$ cat config.mk
export PLATFORM = sky130hd
export DESIGN_NAME = rx
export DESIGN_NICKNAME = d
export VERILOG_FILES = /design/src/rtl/rx.sv
export SDC_FILE = /design/constraint.sdc
export NUM_CORES = 1
export LEC_CHECK = 0
export ABC_AREA = 1
export CAP_MARGIN = 25
export CORE_MARGIN = 2
export CORE_UTILIZATION = 36
export CTS_BUF_LIST = sky130_fd_sc_hd__clkbuf_4 sky130_fd_sc_hd__clkbuf_8 sky130_fd_sc_hd__clkbuf_16
export DETAILED_ROUTE_END_ITERATION = 8
export DONT_BUFFER_PORTS = 1
export GPL_ROUTABILITY_DRIVEN = 0
export MAX_ROUTING_LAYER = met4
export PLACE_DENSITY_LB_ADDON = 0.12
export SLEW_MARGIN = 20
export SYNTH_ARGS = -nofsm -noshare
export SYNTH_HDL_FRONTEND = slang
export SYNTH_SLANG_ARGS = --single-unit
$ cat constraint.sdc
create_clock -name clk_in -period 3.4 [get_ports clk_in]
set_input_delay 0.51 -clock clk_in [delete_from_list [all_inputs] [get_ports clk_in]]
set_output_delay 0.51 -clock clk_in [all_outputs]
set_load 0.01 [all_outputs]
$ cat src/rtl/rx.sv
// rx -- serial frame receiver.
//
// Recovers a frame of 1 start bit (0), DATA_LNGTH data bits sent LSB first,
// and 1 stop bit (1). Each bit lasts DIVISOR clock cycles. The line is
// sampled at mid-bit, with all timing referenced to the synchronized line.
// A good frame updates val_out. A bad stop bit raises error_out and leaves
// val_out untouched.
//
// Ports:
//   clk_in         system clock
//   rst_n_in       asynchronous active-low reset
//   data_in        serial line, idles high, asynchronous to clk_in
//   val_out        last good payload; val_out[0] is the first data bit received
//   valid_out      1-cycle pulse in the cycle val_out takes a new payload
//   error_out      1-cycle pulse on a framing error (stop bit sampled 0)
//   busy_out       high whenever the receiver is not in IDLE
//   state_dbg_out  current FSM state (IDLE=0 START=1 DATA=2 STOP=3 BREAK=4)
//
// Handshake: valid_out and error_out are single-cycle strobes with no ready
// or back-pressure. A consumer must capture val_out in the cycle valid_out is
// high, or it can read val_out any time later because val_out holds until the
// next good frame. The two strobes are never high in the same cycle.
module rx #(
  parameter int DIVISOR    = 6771,
  parameter int DATA_LNGTH = 162
) (
  input  logic                  clk_in,
  input  logic                  rst_n_in,
  input  logic                  data_in,
  output logic [DATA_LNGTH-1:0] val_out,
  output logic                  valid_out,
  output logic                  error_out,
  output logic                  busy_out,
  output logic [2:0]            state_dbg_out
);

  localparam int CW = $clog2(DIVISOR) + 1;

  // Half a bit from the detected edge to the start-bit sample, then one full
  // bit between samples. Both are loaded as N-1 because the counter fires on 0.
  localparam logic [CW-1:0] HALF_LOAD = CW'(DIVISOR / 2 - 1);
  localparam logic [CW-1:0] BIT_LOAD  = CW'(DIVISOR - 1);
  localparam logic [7:0]    LAST_IDX  = 8'(DATA_LNGTH - 1);

  localparam logic [2:0] S_IDLE  = 3'd0;
  localparam logic [2:0] S_START = 3'd1;
  localparam logic [2:0] S_DATA  = 3'd2;
  localparam logic [2:0] S_STOP  = 3'd3;
  localparam logic [2:0] S_BREAK = 3'd4;

  logic                  sync1_q, sync2_q, prev_q;
  logic [2:0]            state_q, state_d;
  logic [CW-1:0]         cnt_q, cnt_d;
  logic [7:0]            idx_q, idx_d;
  logic [DATA_LNGTH-1:0] shift_q, shift_d;
  logic [DATA_LNGTH-1:0] val_q, val_d;
  logic                  valid_q, valid_d;
  logic                  error_q, error_d;
  logic                  fall_edge;
  logic                  cnt_zero;

  assign fall_edge = prev_q & ~sync2_q;
  assign cnt_zero  = (cnt_q == '0);

  always_comb begin
    state_d = state_q;
    cnt_d   = cnt_q;
    idx_d   = idx_q;
    shift_d = shift_q;
    val_d   = val_q;
    valid_d = 1'b0;
    error_d = 1'b0;

    // The counter only runs while a bit is being timed. An explicit reload
    // below overrides this decrement.
    if (state_q != S_IDLE && state_q != S_BREAK) begin
      cnt_d = cnt_q - 1'b1;
    end

    case (state_q)
      S_IDLE: begin
        if (fall_edge) begin
          cnt_d   = HALF_LOAD;
          state_d = S_START;
        end
      end
      S_START: begin
        if (cnt_zero) begin
          if (!sync2_q) begin
            cnt_d   = BIT_LOAD;
            idx_d   = '0;
            state_d = S_DATA;
          end else begin
            // The line went back high before mid start bit: a glitch, not a frame.
            state_d = S_IDLE;
          end
        end
      end
      S_DATA: begin
        if (cnt_zero) begin
          // After DATA_LNGTH right shifts, the first bit received is at bit 0.
          shift_d = {sync2_q, shift_q[DATA_LNGTH-1:1]};
          cnt_d   = BIT_LOAD;
          idx_d   = idx_q + 8'd1;
          if (idx_q == LAST_IDX) begin
            state_d = S_STOP;
          end
        end
      end
      S_STOP: begin
        if (cnt_zero) begin
          if (sync2_q) begin
            val_d   = shift_q;
            valid_d = 1'b1;
            state_d = S_IDLE;
          end else begin
            error_d = 1'b1;
            state_d = S_BREAK;
          end
        end
      end
      S_BREAK: begin
        // Wait here so a line held low is not taken as a new start bit.
        if (sync2_q) begin
          state_d = S_IDLE;
        end
      end
      default: state_d = S_IDLE;
    endcase
  end

  always_ff @(posedge clk_in or negedge rst_n_in) begin
    if (!rst_n_in) begin
      sync1_q <= 1'b1;
      sync2_q <= 1'b1;
      prev_q  <= 1'b1;
      state_q <= S_IDLE;
      cnt_q   <= '0;
      idx_q   <= '0;
      shift_q <= '0;
      val_q   <= '0;
      valid_q <= 1'b0;
      error_q <= 1'b0;
    end else begin
      sync1_q <= data_in;
      sync2_q <= sync1_q;
      prev_q  <= sync2_q;
      state_q <= state_d;
      cnt_q   <= cnt_d;
      idx_q   <= idx_d;
      shift_q <= shift_d;
      val_q   <= val_d;
      valid_q <= valid_d;
      error_q <= error_d;
    end
  end

  assign val_out       = val_q;
  assign valid_out     = valid_q;
  assign error_out     = error_q;
  assign busy_out      = (state_q != S_IDLE);
  assign state_dbg_out = state_q;

endmodule
==> flow_summary.json, run 1 <==
{
  "first_pass_grt_wire_length_um": 48780,
  "outcome": "complete, but fails checks",
  "clock_latency_ps": 560,
  "die_area_um2": 41110,
  "cp-start-kind": "flop",
  "cts.sink_count": 354,
  "post-dp-hpwl_um": 17740,
  "yosysTopAreaCellShare": 0.6176,
  "post-synth-top-count-cell": "nand2_1",
  "grt_overflow": 0,
  "crit_path_max_fanout": 69,
  "tritoncts": "yes",
  "coreArea_um2": 38830,
  "reg2reg_depth": 10,
  "synth-edff-count": 0,
  "wl_per_cell_um": 14.55,
  "drc": 0,
  "area_growth_pct": 12.03,
  "detailedRoute.firstIterationViolations": 494,
  "worstSetupPathType": "reg2reg",
  "synth_seq_cells": 354,
  "dieHeight_um": 202.8,
  "drtPass1Iterations": 4,
  "critical_path_rt_ps": 3810,
  "max_slew.worst_pin.slew_ps": 906.6,
  "leakage_nw": 6.996,
  "final_report_max_slew_violation_count": 0,
  "post_cts.resized_instances": 0,
  "power.ir.vdd_worst_mv": 0.3714,
  "maximum_number_of_pins_on_one_net_before_global_route_repair": 355,
  "synth-main-ff-cell": "dfrtp_1",
  "post-route-period-util": 0.7111,
  "drt-total-wl_um": 28880,
  "maxSlewHeadroom": 0.3956,
  "via_count_of_the_first_global_routing_pass": 9015,
  "detailedPlace.worstSlack_ps": 964.4,
  "synthTopCellsByArea": "dfrtp_1, nand2_1, o21ai_2, o21ai_1, inv_1",
  "synthDistinctLibCells": 29,
  "hold-worst-slack_ps": -354.6,
  "power-per-cell-area_nw_per_um2": 591.9,
  "buffer_ports.inserted": 0,
  "cts.clk_slew.worst_paths_ps": 60,
  "synth_cells": 1450,
  "violations": "negative hold slack",
  "antenna_found_initial": 0,
  "ctsHtreeMaxLevel": 2,
  "setup_tns_ps": 0,
  "ios": 171,
  "synth_top_area_cell": "dfrtp_1",
  "post_cts_hold_buffer_count": 1,
  "report.final.hold_viol_count": 351,
  "worstSetupEndpointType": "flop",
  "floorplan.die.width_um": 202.8,
  "fin_ws_ps": 982.2,
  "worst-endpoint-arrival_ps": 2830,
  "grt_use_total": 0.1499,
  "number_of_placement_rows": 72,
  "n_antenna_cell": 0,
  "nNetsFinal": 1440,
  "synth_nets": 1456,
  "cts_post_setup_buffers_inserted": 0,
  "maxCapViolCount": 0,
  "setup_violations": 0,
  "timing.hold.worst.class": "in2async",
  "mappedNetlistArea_um2": 14220,
  "rsz0062_at_grt": "false",
  "detail_route_antenna_nets": 0,
  "starting_density": 0.3663,
  "post-route-min-period_ps": 2418,
  "skew_ps": 26.34,
  "async_sr_flop_fraction": 1.000,
  "drt-vias-per-instance": 4.531,
  "vias_after_detailed_routing": 8995,
  "post_route_cells_drive_above_1_share": 0.1363,
  "synthesis.area_per_instance_um2": 9.809,
  "yosys_warnings": 0,
  "numCtsBuffers": 41,
  "ctsLongestPathBuffers": 3,
  "timing.fmax_mhz": 413.6,
  "clockRootBuffer": "clkbuf_16",
  "synth_seq_area_share": 0.6231,
  "post_synth_most_frequent_cells": "nand2_1, dfrtp_1, inv_1"
}
==> path summary, 6_finish.rpt <==
check	startpoint	endpoint	slack, ps
hold / removal	rst_n_in	val_out[108]	-350
max in group asynchronous	rst_n_in	val_out[19]	2990
min in group clk_in	sync1_q	sync2_q	350
hold reg to reg	sync1_q	sync2_q	350
setup / recovery	cnt_q[0]	val_out[54]	980
setup reg to reg	cnt_q[0]	val_out[54]	980
==> layout by cell type (no fill, tap or decap), types with 3 or more instances in the layout <==
master / instances
o21ai_2: 102
buf_4: 5
nor3_1: 4
dfrtp_1: 351
clkbuf_8: 13
o21ai_1: 160
nand3_1: 19
nor2_1: 34
o21ai_0: 72
nand2_1: 405
clkinv_2: 9
clkbuf_16: 43
buf_12: 7
clkbuf_4: 9
inv_1: 195
xor2_1: 7
dfstp_2: 3
a21oi_1: 4
nand4_1: 7
ha_1: 3
==> metal layers <==
layer / wire length [um] / vias to the layer above / track usage
li1: - / 4536 / -
met1: 13600 / 4251 / 0.1969
met2: 12450 / 150 / 0.2177
met3: 1991 / 58 / 0.04607
met4: 840 / 0 / 0.05709
met5: 0 / - / -
==> worst max-delay path, stage by stage (launching register included) <==
cell and delay, ps:
dfrtp_1 370, inv_1 120, ha_1 190, nand2_1 120, nor2_4 200, nand2_2 90, clkinv_2 110, nand3_4 450
buf_12 410, nand2_1 100, o21ai_1 60
==> layout make-up <==
type | instances | area (um2)
clock buffers | 65 | 1323
clock inverters | 11 | 86.33
fillers | 3902 | 22890
inverters | 196 | 737.0
multi-input cells | 828 | 4089
flip-flops and latches | 354 | 8862
well taps | 518 | 648.1
repair buffers | 13 | 187.7
==> through the flow <==
| step | area, um2 | hold slack [ps] | util | instances | power, mW |
|---|---|---|---|---|---|
| floorplan | 14220 | 214.4 | - | 1450 | 4.872 |
| global placement | 14510 | 226.1 | 0.3738 | 1908 | 5.002 |
| detailed placement | 14510 | 226.4 | 0.3738 | 1908 | 5.011 |
| CTS | 15930 | -391.1 | 0.4104 | 1985 | 9.611 |
| global route | 15930 | -383.6 | 0.4104 | 1985 | 9.868 |
| finish | 15930 | -354.6 | 0.4104 | 1985 | 9.430 |
==> cells by family (layout without fill, tap and decap cells) <==
logic type | count (synthesis) | after routing | synth area share
compound gates | 340 | 340 | 0.1469
fa+ha+maj | 3 | 3 | 0.002640
buf+inv | 268 | 285 | 0.09000
xor+xnor | 8 | 8 | 0.004927
flops | 354 | 354 | 0.6231
simple gates | 477 | 477 | 0.1324
==> where the power goes <==
part / internal, mW / switching [mW] / leakage (nW) / total [mW]
Sequential: 4.30 / 0.0991 / 4.91 / 4.40
Combinational: 0.169 / 0.368 / 1.37 / 0.537
Clock: 2.75 / 1.74 / 0.715 / 4.49
Total: 7.22 / 2.21 / 7.00 / 9.43
==> flip-flops by register name (all words and copies together), names as in the netlist <==
signal / flops
error_out: 1
state_dbg_out: 3
valid_out: 1
prev_q: 1
idx_q: 8
cnt_q: 14
sync1_q: 1
shift_q: 162
val_out: 162
sync2_q: 1
Power figures use the tool's default switching activity.
==> run 2: changes to the inputs <==
- ABC_AREA: 1 -> 0
- clock period: 3.4 -> 2.5 ns (I/O delays scaled with it)
==> run 2 against run 1 <==
Fmax up 0.94%. Critical path depth down 3. Critical endpoint is now val_out[91]. Core utilization up 0.94 points. Setup slack worse by 880 ps. Flip-flop and latch count unchanged. Routed wire length down 0.38%. The flow still finishes with violations (negative hold slack). Global-route usage up 0.56 points. Final cell count down 12%. First-iteration DRC count down 17%. Highest routed layer unchanged.
==> flow_summary.json, run 2 <==
{
  "async_sr_flop_fraction": 1.000,
  "die_area_um2": 39420,
  "area_growth_pct": 15.51,
  "crit_path_max_fanout": 21,
  "vias_after_detailed_routing": 8162,
  "layout_common_cells": "nand2_1, dfrtp_1, mux2_2",
  "clockRootBuffer": "clkbuf_16",
  "layout.cell_area.non_filler_um2": 15740,
  "switching_share": 0.2080,
  "detailedRoute.firstIterationViolations": 409,
  "detailedPlace.worstSlack_ps": 96.58,
  "synthesis.area_per_instance_um2": 11.37,
  "drtPass1Iterations": 4,
  "clock_latency_ps": 550,
  "layout.cells.most_common": "nand2_1",
  "antenna_found_initial": 0,
  "synth_top_area_cell": "dfrtp_1",
  "first_pass_grt_wire_length_um": 47060,
  "post_dp_cell_area_um2": 14290,
  "ctsLongestPathBuffers": 3,
  "via_count_of_the_first_global_routing_pass": 8315,
  "post_synth_most_frequent_cells": "nand2_1, dfrtp_1, mux2_2",
  "n_antenna_cell": 0,
  "largest_incremental_delay_on_the_critical_path_ps": 560,
  "cts.sink_count": 354,
  "timing.fmax_mhz": 417.5,
  "drc": 0,
  "yosys_warnings": 0,
  "mappedNetlistArea_um2": 13620,
  "skew_ps": 18.68,
  "synth_nets": 1204,
  "grt_overflow": 0,
  "final_report_max_slew_violation_count": 0,
  "cp_top_family": "simple AND/OR/NAND/NOR gates",
  "post_cts_hold_buffer_count": 1,
  "worstSetupEndpointType": "flop",
  "post-route-period-util": 0.9581,
  "synth_seq_area_share": 0.6505,
  "power.share.sequential": 0.477,
  "post-synth-top-count-cell": "nand2_1",
  "post-route-min-period_ps": 2395,
  "relative_contribution_of_the_clock_network_to_total_power": 0.493,
  "timing.critical_path.cells": "or4_4, nor4_4, and2_1, and4_4, buf_12, buf_16, mux2_1",
  "maxCapViolCount": 0,
  "max_slew.worst_pin.slew_ps": 591.5,
  "detail_route_antenna_nets": 0,
  "starting_density": 0.3634,
  "report.final.hold_viol_count": 354,
  "drt-total-wl_um": 28770,
  "dieHeight_um": 198.5,
  "wl_per_cell_um": 16.43,
  "grt_use_total": 0.1555,
  "combinationalPowerShare": 0.030,
  "cp-start-kind": "flop",
  "fin_ws_ps": 104.8,
  "critical_path_rt_ps": 2920,
  "post_route_cells_drive_above_1_share": 0.1540,
  "ios": 171,
  "cts_post_setup_buffers_inserted": 0,
  "internal_power_mw": 9.863,
  "timing.hold.worst.class": "in2async",
  "yosysTopAreaCellShare": 0.6447,
  "nNetsFinal": 1215,
  "ff2ff_setup_slack_ps": 100,
  "worst-endpoint-arrival_ps": 2810,
  "rsz0062_at_grt": "true",
  "synth-main-ff-cell": "dfrtp_1",
  "worstSetupPathType": "reg2reg",
  "cts.clk_slew.worst_paths_ps": 60,
  "hold-worst-slack_ps": -474.6,
  "tritoncts": "yes",
  "coreArea_um2": 37490,
  "slowest_stage": "or4_4",
  "buffer_ports.inserted": 0,
  "setup_violations": 0,
  "synthDistinctLibCells": 41,
  "number_of_placement_rows": 71,
  "leakage_nw": 8.363,
  "numCtsBuffers": 40,
  "synth-edff-count": 0,
  "power-per-cell-area_nw_per_um2": 791.3,
  "ctsHtreeMaxLevel": 2,
  "maximum_number_of_pins_on_one_net_before_global_route_repair": 355,
  "synth_seq_cells": 354,
  "maxSlewHeadroom": 0.6057,
  "drt-vias-per-instance": 4.661,
  "synthTopCellsByArea": "dfrtp_1, nand2_1, mux2_2, mux2_1, buf_2",
  "floorplan.die.width_um": 198.5,
  "power.ir.vdd_worst_mv": 0.4068,
  "outcome": "complete, but fails checks",
  "synth_cells": 1198,
  "violations": "negative hold slack",
  "total_buffers_and_inverters_traversed_by_the_critical_path": 2,
  "post-dp-hpwl_um": 17330,
  "power.net_switching_mw": 2.591
}
[run 2: cell types whose count changed after synthesis, moves of 11 or more]
cell	before	now
inv_1	195	9
mux2_1	0	80
mux2_2	0	82
nand2_1	405	501
clkbuf_1	14	28
o21ai_1	160	0
o21ai_2	102	0
buf_6	32	9
o21ai_0	72	13
nand3_1	19	8
[run 2: area by class of cell]
cell class / instances / area [um2]
clock buffers: 65 / 1292
clock inverters: 8 / 126.4
fillers: 3652 / 21750
inverters: 9 / 33.78
multi-input cells: 776 / 4422
flip-flops and latches: 354 / 8862
well taps: 511 / 639.4
repair buffers: 28 / 361.6
[run 2: path summary, 6_finish.rpt]
kind,startpoint,endpoint,depth (start not counted)
worst max-delay path,cnt_q[8],val_out[91],7
worst min-delay path,rst_n_in,val_out[117],0
worst max register to register,cnt_q[8],val_out[91],7
worst min register to register,sync1_q,sync2_q,0
max in group asynchronous,rst_n_in,shift_q[3],0
min in group clk_in,sync1_q,sync2_q,0
[run 2: repair_timing]
item | 4_1_cts | 5_1_grt
hold endpoints to repair | 355 | 354
setup endpoints to repair | 0 | 51
gates resized for setup | 0 | 4
[run 2: power groups by stage]
| stage | Clock, mW | Combinational, mW | Sequential [mW] |
|---|---|---|---|
| global placement | 0 | 0.369 | 6.04 |
| floorplan | 0 | 0.285 | 6.02 |
| finish | 6.13 | 0.374 | 5.95 |
| CTS | 6.39 | 0.376 | 5.94 |
| detailed placement | 0 | 0.372 | 6.05 |
| global route | 6.66 | 0.425 | 5.95 |
[run 2: metal layers]
| metal | part of all wire | GRT usage | up-vias |
|---|---|---|---|
| li1 | - | - | 3897 |
| met1 | 0.46 | 0.2022 | 4067 |
| met2 | 0.43 | 0.2218 | 154 |
| met3 | 0.087 | 0.06460 | 44 |
| met4 | 0.019 | 0.04561 | 0 |
| met5 | 0 | - | - |
[run 2: through the flow]
stage	util	TNS, ps	std cells	total power, mW	hold WS [ps]
final	0.4198	0	1751	12.45	-474.6
after global routing	0.4198	-150.5	1751	13.04	-520.7
after CTS	0.4194	0	1751	12.71	-520.4
after detailed placement	0.3813	0	1677	6.418	87.46
after global placement	0.3813	0	1677	6.414	86.42
after floorplan	-	0	1198	6.308	79.41
[run 2: logic make-up after synthesis]
family,share of synthesized area
DFF,0.6505
and+or+nand+nor,0.1675
AOI/OAI and AO/OA,0.01176
buffers and inverters,0.02571
adders and majority gates,0.002755
xor gates and xnor gates,0.006428
muxes,0.1354
